**config.mk**
```make
export PLATFORM = sky130hd
export DESIGN_NAME = serial_subtractor
export DESIGN_NICKNAME = d
export VERILOG_FILES = /design/src/rtl/serial_subtractor.sv
export SDC_FILE = /design/constraint.sdc
export NUM_CORES = 1
export LEC_CHECK = 0
export BUFFER_PORTS_ARGS = -buffer_cell sky130_fd_sc_hd__buf_2
export CAP_MARGIN = 20
export CORE_UTILIZATION = 45
export CTS_CLUSTER_DIAMETER = 60
export DETAILED_ROUTE_END_ITERATION = 8
export PLACE_DENSITY = 0.69
export SLEW_MARGIN = 20
export SYNTH_ARGS = -nofsm -noshare
export SYNTH_HDL_FRONTEND = slang
export SYNTH_SLANG_ARGS = --single-unit
export TNS_END_PERCENT = 30
```
**constraint.sdc**
```tcl
create_clock -name clk -period 1.5 [get_ports clk]
set_clock_uncertainty 0.1 [all_clocks]
set_input_delay 0.15 -clock clk [delete_from_list [all_inputs] [get_ports clk]]
set_output_delay 0.15 -clock clk [all_outputs]
set_load 0.1 [all_outputs]
```
**src/rtl/serial_subtractor.sv**
```systemverilog
// Bit-serial a - b, LSB first, one full-subtractor cell plus a 1-bit borrow register.
// Define SERIAL_SUB_OVF_EN to add the signed-overflow output ovf.
module serial_subtractor #(
  parameter int WIDTH = 8
) (
  input  logic             clk,
  input  logic             rst,
  input  logic             start,
  input  logic [WIDTH-1:0] a,
  input  logic [WIDTH-1:0] b,
  output logic             busy,
  output logic             done,
  output logic [WIDTH-1:0] diff,
  output logic             borrow_out
`ifdef SERIAL_SUB_OVF_EN
  ,output logic            ovf
`endif
);

  localparam int CW = $clog2(WIDTH);

  typedef enum logic [1:0] {IDLE, SHIFT, DONE} state_t;

  state_t           state_q, state_d;
  logic [WIDTH-1:0] a_sh_q, a_sh_d;
  logic [WIDTH-1:0] b_sh_q, b_sh_d;
  logic [WIDTH-1:0] res_q, res_d;
  logic [WIDTH-1:0] diff_q, diff_d;
  logic [CW-1:0]    cnt_q, cnt_d;
  logic             brw_q, brw_d;
  logic             bout_q, bout_d;
`ifdef SERIAL_SUB_OVF_EN
  logic             ovf_q, ovf_d;
`endif

  logic x, y, d, bo;

  assign x  = a_sh_q[0];
  assign y  = b_sh_q[0];
  assign d  = x ^ y ^ brw_q;
  assign bo = (~x & y) | (~(x ^ y) & brw_q);

  always_comb begin
    state_d = state_q;
    a_sh_d  = a_sh_q;
    b_sh_d  = b_sh_q;
    res_d   = res_q;
    diff_d  = diff_q;
    cnt_d   = cnt_q;
    brw_d   = brw_q;
    bout_d  = bout_q;
`ifdef SERIAL_SUB_OVF_EN
    ovf_d   = ovf_q;
`endif
    case (state_q)
      IDLE: begin
        if (start) begin
          a_sh_d  = a;
          b_sh_d  = b;
          res_d   = '0;
          brw_d   = 1'b0;
          cnt_d   = '0;
          state_d = SHIFT;
        end
      end
      SHIFT: begin
        a_sh_d = a_sh_q >> 1;
        b_sh_d = b_sh_q >> 1;
        res_d  = WIDTH'({d, res_q} >> 1);
        brw_d  = bo;
        cnt_d  = cnt_q + CW'(1);
        // Last bit: the operand LSBs are now the captured sign bits, so ovf falls out here.
        if (cnt_q == CW'(WIDTH - 1)) begin
          diff_d  = res_d;
          bout_d  = bo;
`ifdef SERIAL_SUB_OVF_EN
          ovf_d   = (x != y) && (d != x);
`endif
          state_d = DONE;
        end
      end
      DONE:    state_d = IDLE;
      default: state_d = IDLE;
    endcase
  end

  always_ff @(posedge clk or posedge rst) begin
    if (rst) begin
      state_q <= IDLE;
      a_sh_q  <= '0;
      b_sh_q  <= '0;
      res_q   <= '0;
      diff_q  <= '0;
      cnt_q   <= '0;
      brw_q   <= 1'b0;
      bout_q  <= 1'b0;
`ifdef SERIAL_SUB_OVF_EN
      ovf_q   <= 1'b0;
`endif
    end else begin
      state_q <= state_d;
      a_sh_q  <= a_sh_d;
      b_sh_q  <= b_sh_d;
      res_q   <= res_d;
      diff_q  <= diff_d;
      cnt_q   <= cnt_d;
      brw_q   <= brw_d;
      bout_q  <= bout_d;
`ifdef SERIAL_SUB_OVF_EN
      ovf_q   <= ovf_d;
`endif
    end
  end

  assign busy       = (state_q != IDLE);
  assign done       = (state_q == DONE);
  assign diff       = diff_q;
  assign borrow_out = bout_q;
`ifdef SERIAL_SUB_OVF_EN
  assign ovf        = ovf_q;
`endif

endmodule
```
== Word-level counts from Yosys, hierarchy flattened ==
Index checks and enable logic that the tools add are counted.
Cells by class
  reductions and logical operators: 6
  add/subtract/negate cells: 1
  mux-type cells: 13
  equality and inequality tests: 5
  bitwise logic cells: 7
Operator list (count)
  one-hot mux 8 bit (2 select lines): 3
  two-way mux 8 bit: 3
  one-hot mux 3 bit (2 select lines): 1
  AND reduction 2 bit: 3
  two-way mux 2 bit: 2
  != test 2 bit, second input constant: 2
  one-hot mux 2 bit (2 select lines): 1
  nonzero test 2 bit: 2
  adder 3 x 1 -> 3 bit, second input constant: 1
  == test 3 bit, second input constant: 1
  two-way mux 3 bit: 1
  bitwise AND 1 bit: 2
  == test 2 x 1 -> 1 bit, second input constant: 1
  == test 2 bit, second input constant: 1
  zero test 2 bit: 1
  NOT 1 bit: 2
  one-hot mux 1 bit (2 select lines): 1
  bitwise XOR 1 bit: 2
  two-way mux 1 bit: 1
  bitwise OR 1 bit: 1
Storage, ports and cells
  logic and storage cells: 40
  input bits: 19
  bits in registers: 39
  output and inout bits: 11

== Logic depth before layout (Yosys ltp) ==
  word-level depth: 5
  mapped depth: 5
  depth with buffers taken out: 4

== Least setup slack after synthesis ==
Ideal clock, no wire load.
  path type: flip-flop to output port
  from: register state_q[0]
  to: output port done
  slack: -797 ps
  cell stages (with the launch flop): 4
  data arrival time: 2047 ps
  buffers on the path: 2
  data required time: 1250 ps
  cells stage by stage: dfrtp_1 buf_6 buf_4 nor2b_1
On the way
  word-level cells in the longest chain between the ends: 1
RTL lines
  start, declared: line 24  | state_t state_q, state_d;
  start signal, assigned: line 101  | state_q <= state_d;
  == test 2 bit: line 116  | assign done = (state_q == DONE);
  end, declared: line 12  | output logic done,
Every way passes these cells.

== Final worst setup path ==
  from: register cnt_q[0]
  to: register diff_q[4] (netlist: diff[4])
On the way
  word-level cells in the longest chain between the ends: 2
RTL lines
  start, declared: line 29  | logic [CW-1:0] cnt_q, cnt_d;
  start signal, assigned: line 106  | cnt_q <= cnt_d;
  == test 3 bit: line 73  | if (cnt_q == CW'(WIDTH - 1)) begin
  AND reduction 2 bit (no line)
  end signal, assigned: line 105  | diff_q <= diff_d;
  end, declared: line 28  | logic [WIDTH-1:0] diff_q, diff_d;
Every way passes these cells.
A chain may end at the register's enable or synchronous reset.

==> impl_metrics.env <==
export IMPL_hold_violations=0
export IMPL_final_nets=209
export IMPL_layout_drive_gt1_share=0.4096
export IMPL_viasPerCell=5.525
export IMPL_hold_path_class="in2reg"
export IMPL_wl_per_cell_um=14.88
export IMPL_htree_levels=2
export IMPL_io_buffers=29
export IMPL_drtPass1Iterations=4
export IMPL_synthToLayoutAreaGrowth_pct=30.90
export IMPL_cp_data_required_time_ns=1.57
export IMPL_grt_pass1_wl_um=5609
export IMPL_crit_path_top_delay_cell="dfrtp_1"
export IMPL_syn_inst=140
export IMPL_drc_errors=0
export IMPL_relSlewSlack=0.6796
export IMPL_grt_overflow=0
export IMPL_drtIter0Drc=80
export IMPL_grt_pass1_vias=1267
export IMPL_ios=30
export IMPL_synth_cell_types=22
export IMPL_start_util=0.4732
export IMPL_synth_edf_count=0
export IMPL_synth_seq_area_share=0.5448
export IMPL_holdWs_ns=0.01004
export IMPL_rsz0062_at_grt="true"
export IMPL_arrival_ns=1.57
export IMPL_vias=1304
export IMPL_worst_setup_path_start_kind="flip-flop"
export IMPL_wirelength_um=3511
export IMPL_rows=22
export IMPL_critPathTopFamily="flip-flops"
export IMPL_finalMaxSlewViolations=0
export IMPL_crit_fanout=9
export IMPL_critical_path_class="reg2reg"
export IMPL_core_area_sq_um=3689
export IMPL_synth_top_area_frac=0.5448
export IMPL_crit_chain="ha_2 -> ha_4 -> nand3b_4 -> buf_12 -> mux2_4"
export IMPL_crit_buf_inv=1
export IMPL_yosys_area_top_type="dfrtp_1"
export IMPL_setup_tns_ns=0
export IMPL_fmax_ghz=0.6698
export IMPL_endpoint_kind="flip-flop"
export IMPL_clockBufferDepth=2
export IMPL_clk_pin_slew_ns=0.08
export IMPL_final_cells=236
export IMPL_tightestPinTransition_ns=0.4839
export IMPL_dieHeight_um=64.28
export IMPL_status="complete, no violations"
export IMPL_synth_area_leaders="dfrtp_1 54%, mux2_4 6.9%, a221oi_1 5.5%, nor4b_1 5.5%, a22o_1 4.5%"
export IMPL_synthFlopType="dfrtp_1"
export IMPL_yosys_warnings=0
export IMPL_setup_viol_count_final=0
export IMPL_clk_latency_ns=0.29
export IMPL_syn_cell_area_sq_um=1745
export IMPL_ir_drop_uv=953.9
export IMPL_ctsRootBufferMaster="clkbuf_8"
export IMPL_p_leak_nw=1.130
export IMPL_cts_tree="done"
export IMPL_ant_nets=0
export IMPL_ys_seq_elements=38
export IMPL_hpwl_um=2066
export IMPL_fp_dieW_um=64.28
export IMPL_clock_sinks=38
export IMPL_maxCapViolCount=0
export IMPL_grt_use_total=0.1798
export IMPL_die_area_sq_um=4132
export IMPL_slowest_delay_ns=0.38
export IMPL_syn_area_per_cell_sq_um=12.47
export IMPL_place_gp_congestion=0.7118
export IMPL_dp_cells=215
export IMPL_fin_crit_sh=0.9953
export IMPL_antenna_found_initial=0
export IMPL_syn_num_nets=162
export IMPL_power_density_nw_per_um2=2312
export IMPL_period_needed_ns=1.493
export IMPL_cts_buffers=5
export IMPL_diodes=0
export IMPL_grt_max_degree=39
export IMPL_synthArstFlopShare=1.000
==> report_power, final <==
group          total [mW]  switching, mW  leakage [nW]  internal (mW)
clock               0.721          0.351        0.0482          0.371
combinational        2.81           1.66         0.615           1.14
sequential           1.75          0.265         0.467           1.49
total                5.28           2.28          1.13           3.00
==> area by class of cell <==
class / instances / area [sq um]
Clock buffer: 7 / 86.33
Clock inverter: 1 / 5.005
Fill cell: 307 / 1404
Inverter: 19 / 71.32
Multi-Input combinational cell: 72 / 693.2
Sequential cell: 38 / 953.4
Tap cell: 48 / 60.06
Timing Repair Buffer: 51 / 415.4
==> metrics by stage <==
stage | setup WS (ns) | total power, mW | instance area [sq um] | util
2_1_floorplan | 0.006777 | 3.768 | 1755 | -
3_3_place_gp | -0.03018 | 4.177 | 2001 | 0.5424
5_1_grt | -0.03640 | 5.582 | 2285 | 0.6194
4_1_cts | -0.04076 | 5.071 | 2145 | 0.5814
3_5_place_dp | -0.08396 | 4.269 | 2001 | 0.5424
6_report | 0.007014 | 5.282 | 2285 | 0.6194
==> registers in the layout, indices dropped and copies added (netlist names) <==
register / cells
brw_q: 1
state_q: 2
borrow_out: 1
a_sh_q: 8
cnt_q: 3
b_sh_q: 8
diff: 8
res_q: 7
==> final timing paths <==
check / from / endpoint / cells after the start / slack (ns)
setup / recovery: cnt_q[0] / diff[4] / 5 / 0.007
setup reg to reg: cnt_q[0] / diff[4] / 5 / 0.007
hold / removal: a[7] / a_sh_q[7] / 2 / 0.01
max in group asynchronous: rst / state_q[1] / 4 / 0.53
min in group asynchronous: rst / diff[5] / 4 / 0.41
hold reg to reg: a_sh_q[7] / a_sh_q[7] / 1 / 0.40
==> layout by cell type (no fill, tap or decap), types with 2 or more instances in the layout <==
master / Yosys / final
buf_12: 0 / 5
a221oi_1: 11 / 11
buf_2: 6 / 27
nor4b_1: 11 / 10
mux2_4: 8 / 8
a32o_1: 2 / 2
inv_1: 19 / 18
nor2_1: 12 / 11
mux2i_1: 2 / 2
a22o_1: 9 / 9
nor2b_4: 0 / 2
dfrtp_2: 0 / 2
clkbuf_16: 0 / 2
clkbuf_8: 0 / 6
buf_4: 1 / 16
nor2b_1: 5 / 3
a222oi_1: 3 / 3
dfrtp_1: 38 / 36
==> synthesized netlist by cell type (2+ instances only) <==
master / instances
a22o_1: 9
buf_6: 4
dfrtp_1: 38
mux2i_1: 2
inv_1: 19
nor4b_1: 11
nor2b_1: 5
ha_1: 2
a221oi_1: 11
buf_2: 6
a32o_1: 2
a222oi_1: 3
nor2_1: 12
mux2_4: 8
==> cell families after synthesis <==
| group | count (synthesis) | share of synthesized area |
|---|---|---|
| mux | 10 | 0.08029 |
| flops | 38 | 0.5448 |
| buf+inv | 30 | 0.08817 |
| compound gates | 29 | 0.1520 |
| fa+ha+maj | 3 | 0.02580 |
| simple gates | 30 | 0.1090 |
==> worst reg2reg max path, cell delays in order, from the launching register on <==
cell and delay, ns:
dfrtp_1 0.38, ha_2 0.20, ha_4 0.17, nand3b_4 0.09, buf_12 0.14, mux2_4 0.30
==> layer usage <==
metal	wire [um]	track usage
met1	1549	0.2270
met2	1759	0.2816
met3	168	0.06429
met4	34	0.06667
met5	0	0
==> what timing repair did <==
| action | CTS | global route |
|---|---|---|
| hold endpoints to repair | 38 | 0 |
| pin swaps | 0 | 1 |
| hold buffers | 1 | 0 |
| resized for setup | 8 | 6 |
| buffers inserted | 1 | 9 |
| setup endpoints to repair | 22 | 10 |
| gates cloned | 0 | 2 |
Note: power is estimated with default switching activity, not from simulation.
